--- config.mk ---
export PLATFORM = sky130hd
export DESIGN_NAME = pb_debounce
export DESIGN_NICKNAME = d
export VERILOG_FILES = /design/src/rtl/pb_pkg.sv /design/src/rtl/pb_channel.sv /design/src/rtl/pb_debounce.sv
export SDC_FILE = /design/constraint.sdc
export NUM_CORES = 1
export LEC_CHECK = 0
export CORE_MARGIN = 2
export CORE_UTILIZATION = 50
export CTS_CLUSTER_DIAMETER = 40
export DETAILED_ROUTE_END_ITERATION = 10
export PLACE_DENSITY_LB_ADDON = 0.12
export SLEW_MARGIN = 20
export SYNTH_ARGS = -nofsm -noshare
export SYNTH_HDL_FRONTEND = slang
export SYNTH_HIERARCHICAL = 1
export SYNTH_SLANG_ARGS = --single-unit
--- constraint.sdc ---
create_clock -name clk -period 1.4 [get_ports clk]
set_input_delay 0.21 -clock clk [delete_from_list [all_inputs] [get_ports clk]]
set_output_delay 0.21 -clock clk [all_outputs]
set_load 0.005 [all_outputs]
--- src/rtl/pb_pkg.sv ---
// Shared types and defaults for the two-channel pushbutton conditioner.
package pb_pkg;

    localparam int unsigned DEB_CYCLES_DEF   = 10;
    localparam int unsigned CNT_W_DEF        = 8;
    localparam int unsigned STUCK_CYCLES_DEF = 2500;
    localparam int unsigned HOLD_W           = 16;

    // Channel indices into the stuck vector
    localparam int unsigned L = 1;
    localparam int unsigned R = 0;

    typedef enum logic [1:0] {
        IDLE         = 2'd0,
        PRESS_WAIT   = 2'd1,
        PRESSED      = 2'd2,
        RELEASE_WAIT = 2'd3
    } pb_state_t;

endpackage

--- src/rtl/pb_channel.sv ---
// One button channel: 2-flop synchroniser, debounce FSM with counter, registered level/pulse.
// Optional stuck-button hold counter under PB_STUCK_DETECT_EN.
module pb_channel
    import pb_pkg::*;
#(
    parameter int unsigned DEB_CYCLES   = DEB_CYCLES_DEF,
    parameter int unsigned CNT_W        = CNT_W_DEF,
    parameter int unsigned STUCK_CYCLES = STUCK_CYCLES_DEF
) (
    input  logic clk,
    input  logic rst,
    input  logic raw,
    output logic level,
    output logic press,
    output logic stuck
);

    localparam logic [CNT_W-1:0] CNT_LAST = CNT_W'(DEB_CYCLES - 1);

    logic             s1;
    logic             s2;
    pb_state_t        state;
    pb_state_t        state_nxt;
    logic [CNT_W-1:0] cnt;
    logic [CNT_W-1:0] cnt_nxt;
    logic             press_nxt;
    logic             level_nxt;
    logic             stuck_nxt;

    always_ff @(posedge clk or negedge rst) begin
        if (!rst) begin
            s1 <= 1'b0;
            s2 <= 1'b0;
        end else begin
            s1 <= raw;
            s2 <= s1;
        end
    end

    always_ff @(posedge clk or negedge rst) begin
        if (!rst) begin
            state <= IDLE;
            cnt   <= '0;
        end else begin
            state <= state_nxt;
            cnt   <= cnt_nxt;
        end
    end

    // Any sample disagreeing with the candidate level restarts the count
    always_comb begin
        state_nxt = state;
        cnt_nxt   = cnt;
        press_nxt = 1'b0;
        unique case (state)
            IDLE: begin
                if (s2) begin
                    state_nxt = PRESS_WAIT;
                    cnt_nxt   = CNT_W'(1);
                end
            end
            PRESS_WAIT: begin
                if (!s2) begin
                    state_nxt = IDLE;
                    cnt_nxt   = '0;
                end else if (cnt >= CNT_LAST) begin
                    state_nxt = PRESSED;
                    cnt_nxt   = '0;
                    press_nxt = 1'b1;
                end else begin
                    cnt_nxt = cnt + CNT_W'(1);
                end
            end
            PRESSED: begin
                if (!s2) begin
                    state_nxt = RELEASE_WAIT;
                    cnt_nxt   = CNT_W'(1);
                end
            end
            RELEASE_WAIT: begin
                if (s2) begin
                    state_nxt = PRESSED;
                    cnt_nxt   = '0;
                end else if (cnt >= CNT_LAST) begin
                    state_nxt = IDLE;
                    cnt_nxt   = '0;
                end else begin
                    cnt_nxt = cnt + CNT_W'(1);
                end
            end
            default: begin
                state_nxt = IDLE;
                cnt_nxt   = '0;
            end
        endcase
    end

    assign level_nxt = (state_nxt == PRESSED) || (state_nxt == RELEASE_WAIT);

`ifdef PB_STUCK_DETECT_EN
    logic [HOLD_W-1:0] hold;
    logic [HOLD_W-1:0] hold_nxt;

    // Hold time accumulates while pressed, saturates at the stuck threshold
    always_comb begin
        hold_nxt = hold;
        if (state_nxt == IDLE) begin
            hold_nxt = '0;
        end else if (((state == PRESSED) || (state == RELEASE_WAIT)) &&
                     (hold < HOLD_W'(STUCK_CYCLES))) begin
            hold_nxt = hold + HOLD_W'(1);
        end
    end

    assign stuck_nxt = (hold_nxt == HOLD_W'(STUCK_CYCLES));

    always_ff @(posedge clk or negedge rst) begin
        if (!rst) begin
            hold  <= '0;
            stuck <= 1'b0;
        end else begin
            hold  <= hold_nxt;
            stuck <= stuck_nxt;
        end
    end
`else
    assign stuck_nxt = 1'b0;
    assign stuck     = 1'b0;
`endif

    always_ff @(posedge clk or negedge rst) begin
        if (!rst) begin
            level <= 1'b0;
            press <= 1'b0;
        end else begin
            level <= level_nxt && !stuck_nxt;
            press <= press_nxt && !stuck_nxt;
        end
    end

endmodule

--- src/rtl/pb_debounce.sv ---
// Two-channel pushbutton conditioner feeding the game top; wiring only.
// Optional stuck detection enabled by defining PB_STUCK_DETECT_EN.
module pb_debounce
    import pb_pkg::*;
#(
    parameter int unsigned DEB_CYCLES   = DEB_CYCLES_DEF,
    parameter int unsigned CNT_W        = CNT_W_DEF,
    parameter int unsigned STUCK_CYCLES = STUCK_CYCLES_DEF
) (
    input  logic       clk,
    input  logic       rst,
    input  logic       pbl_raw,
    input  logic       pbr_raw,
    output logic       pbl,
    output logic       pbr,
    output logic       pbl_press,
    output logic       pbr_press,
    output logic [1:0] stuck
);

    pb_channel #(
        .DEB_CYCLES  (DEB_CYCLES),
        .CNT_W       (CNT_W),
        .STUCK_CYCLES(STUCK_CYCLES)
    ) u_left (
        .clk  (clk),
        .rst  (rst),
        .raw  (pbl_raw),
        .level(pbl),
        .press(pbl_press),
        .stuck(stuck[L])
    );

    pb_channel #(
        .DEB_CYCLES  (DEB_CYCLES),
        .CNT_W       (CNT_W),
        .STUCK_CYCLES(STUCK_CYCLES)
    ) u_right (
        .clk  (clk),
        .rst  (rst),
        .raw  (pbr_raw),
        .level(pbr),
        .press(pbr_press),
        .stuck(stuck[R])
    );

endmodule

==> metrics <==
synthesis-to-finish area growth=30.5%; Worst Hold Class=in2async; CTS tree=built; crit path DAT=1730 ps; routed vias=769; post-synthesis sequential area ratio=between 50% and 60%; failing checks=negative setup slack; die extent in y=~53 microns; Leak=slightly above 0.8 nW; # DRC=0; total gr overflow=0; most common cell in the synthesized netlist=dfrtp_1; vias in the first global route=~840; drt total wl=roughly 2000 microns; critical path fanouts, max=4; # setup viols final=9; Area contributors post-synth=dfrtp_1, ha_1, and2_1, mux2_2, nor3b_1; # diodes=0; post-synth net total=110; outcome=finished with violations; Synthesis Warnings=6; top cells by count, synth=dfrtp_1, and2_1; Post-synth EDFFs=0; initial DRC count=6; Final Cell Area=roughly 1600 sq um; Final Worst Setup Slack=-117 ps; Max clock buf depth=2; first-pass GRT wire length=roughly 3600 microns; Starting Density=54.2%; Critical Path RT=about 1600 ps; final hold viol count=0; Post-synth top flop=dfrtp_1; dpl hpwl=roughly 1400 microns; Core Area=around 2300 sq um; Non-Filler Instances=roughly 150; crit path time final=between 1500 and 2000 ps; share of the synthesized area in the top cell type=roughly 57%; chip width=53.4 microns; largest net degree at the start of global routing=29; Worst VDD drop=approximately 930 uV; total power draw=between 1.5 and 2 mW; GRT Total Usage=around 18%; FP Rows=17; register area=around 700 sq um; Cell Pwr Density=between 1000 and 1500 nW/um^2; final slew viol count=0; Crit. End Element=flip-flop; Seq cells post-synth=28; Die ar.=around 2900 sq um; Placer Congestion=approximately 0.7; achievable frequency=0.659 GHz; Final ANT Viol Nets=0; Vias/cell=5.06; asr flop ratio synth=100%; Clk Latency, worst-skew pair=between 300 and 400 ps; RSZ-0062 raised after global routing=true; Placed Cells=145; Post-CTS Hold Buffers=0; share of cells above drive strength 1=slightly below 40%; Total Nets Final=roughly 140; Num CTS Buffers=3; Multi-input gate area=around 590 sq um; syn avg cell area=approximately 12 sq um; max-cap violations=0; CP Launch Type=flip-flop; DP Area=1450 sq um; Routed wire per std cell=between 10 and 15 microns; # H-tree levels=1; initial antenna violation count=0; synthesized instance count=100; Clock Skews=around 12 ps; period utilisation layout=108%; CTS Root Cell=clkbuf_4; Mapped Area=about 1200 sq um; Clock transition at path regs=roughly 150 ps; PortBufs=7; synth unique cells=22; kind of critical path=reg2reg; Sinks on Clock Net=28; # IOs=10; Detailed Routing Iterations Pass 1=4; fillers=167; area leader, netlist=dfrtp_1
==> state kept, by name, indices dropped and copies added (netlist names), 2 cells and up <==
name and flops:
u_left/cnt 8, u_right/state 2, u_right/cnt 8, u_left/state 2
==> path summary, 6_finish.rpt <==
kind | startpoint | endpoint | slack, ps | cells after the start
worst min register to register | u_left/s1$_DFF_PN0_ | u_left/s2$_DFF_PN0_ | 370 | 0
max in group asynchronous | rst | u_right/cnt[4]$_DFFE_PN0P_ | 880 | 2
worst max-delay path | u_left/cnt[0]$_DFFE_PN0P_ | u_left/cnt[3]$_DFFE_PN0P_ | -120 | 6
worst max register to register | u_left/cnt[0]$_DFFE_PN0P_ | u_left/cnt[3]$_DFFE_PN0P_ | -120 | 6
min in group clk | pbr_raw | u_right/s1$_DFF_PN0_ | 300 | 1
worst min-delay path | rst | u_right/cnt[1]$_DFFE_PN0P_ | 250 | 2
==> critical path, stage by stage, from the launching register on <==
cell	delay [ps]
dfrtp_1	410
inv_1	60
ha_2	160
nor3b_4	150
o2111ai_2	290
nor2_1	70
a211o_1	270
==> cells in the final DEF, fill, tap and decap left out, types with 3 or more instances in the layout <==
| cell | n |
|---|---|
| dfrtp_1 | 28 |
| buf_4 | 13 |
| and2_1 | 8 |
| inv_1 | 4 |
| o21ai_2 | 4 |
| mux2_4 | 4 |
| nor3b_2 | 4 |
| nand3_1 | 4 |
| nor2_1 | 4 |
| nand2_1 | 4 |
| ha_2 | 4 |
| clkbuf_4 | 3 |
| clkdlybuf4s50_1 | 3 |
==> routing by layer <==
metal | global-route usage, % | up-vias | share of wire, %
met4 | 6.41 | 0 | 0.85
met3 | 3.39 | 2 | 2.1
met1 | 23.5 | 375 | 47
met5 | 0 | - | 0
li1 | - | 385 | -
met2 | 30.0 | 7 | 50
==> cells by family (layout without fill, tap and decap cells) <==
family | after synthesis | count (layout) | synth area share (%)
buffers and inverters | 8 | 32 | 3.07
DFF | 28 | 28 | 57.4
other | 2 | 2 | 0.615
AOI/OAI and AO/OA | 16 | 16 | 9.84
adders and majority gates | 6 | 6 | 6.15
and+or+nand+nor | 34 | 34 | 16.6
muxes | 4 | 4 | 3.69
xor gates and xnor gates | 2 | 2 | 2.66
==> per-stage QoR <==
stage	hold WS, ps	util, %	setup TNS [ps]	setup slack [ps]
2_1_floorplan	-85.6	-	-167	-50.3
3_3_place_gp	332	64.5	-380	-65.1
3_5_place_dp	345	64.5	-759	-110
4_1_cts	251	69.6	-837	-89.5
5_1_grt	258	70.7	-1740	-185
6_report	246	70.7	-668	-117
==> layout make-up <==
cell class	instances	share of cell area (%)
Multi-Input combinational cell	64	37.0
Inverter	6	1.41
Timing Repair Buffer	22	12.1
Sequential cell	28	44.0
Clock inverter	1	1.88
Tap cell	28	2.20
Clock buffer	3	1.41
==> power by group <==
| part | leakage [nW] | total (mW) | internal (mW) | switching, mW |
|---|---|---|---|---|
| clock | 0.0279 | 0.514 | 0.289 | 0.225 |
| sequential | 0.370 | 0.945 | 0.875 | 0.0695 |
| combinational | 0.417 | 0.485 | 0.269 | 0.216 |
==> timing repair <==
action	CTS	global route
setup endpoints to repair	14	17
resized for setup	13	10
endpoints found under the hold margin	0	0
buffers inserted	3	0
pin swaps	7	6
Note: power is estimated with default switching activity, not from simulation.
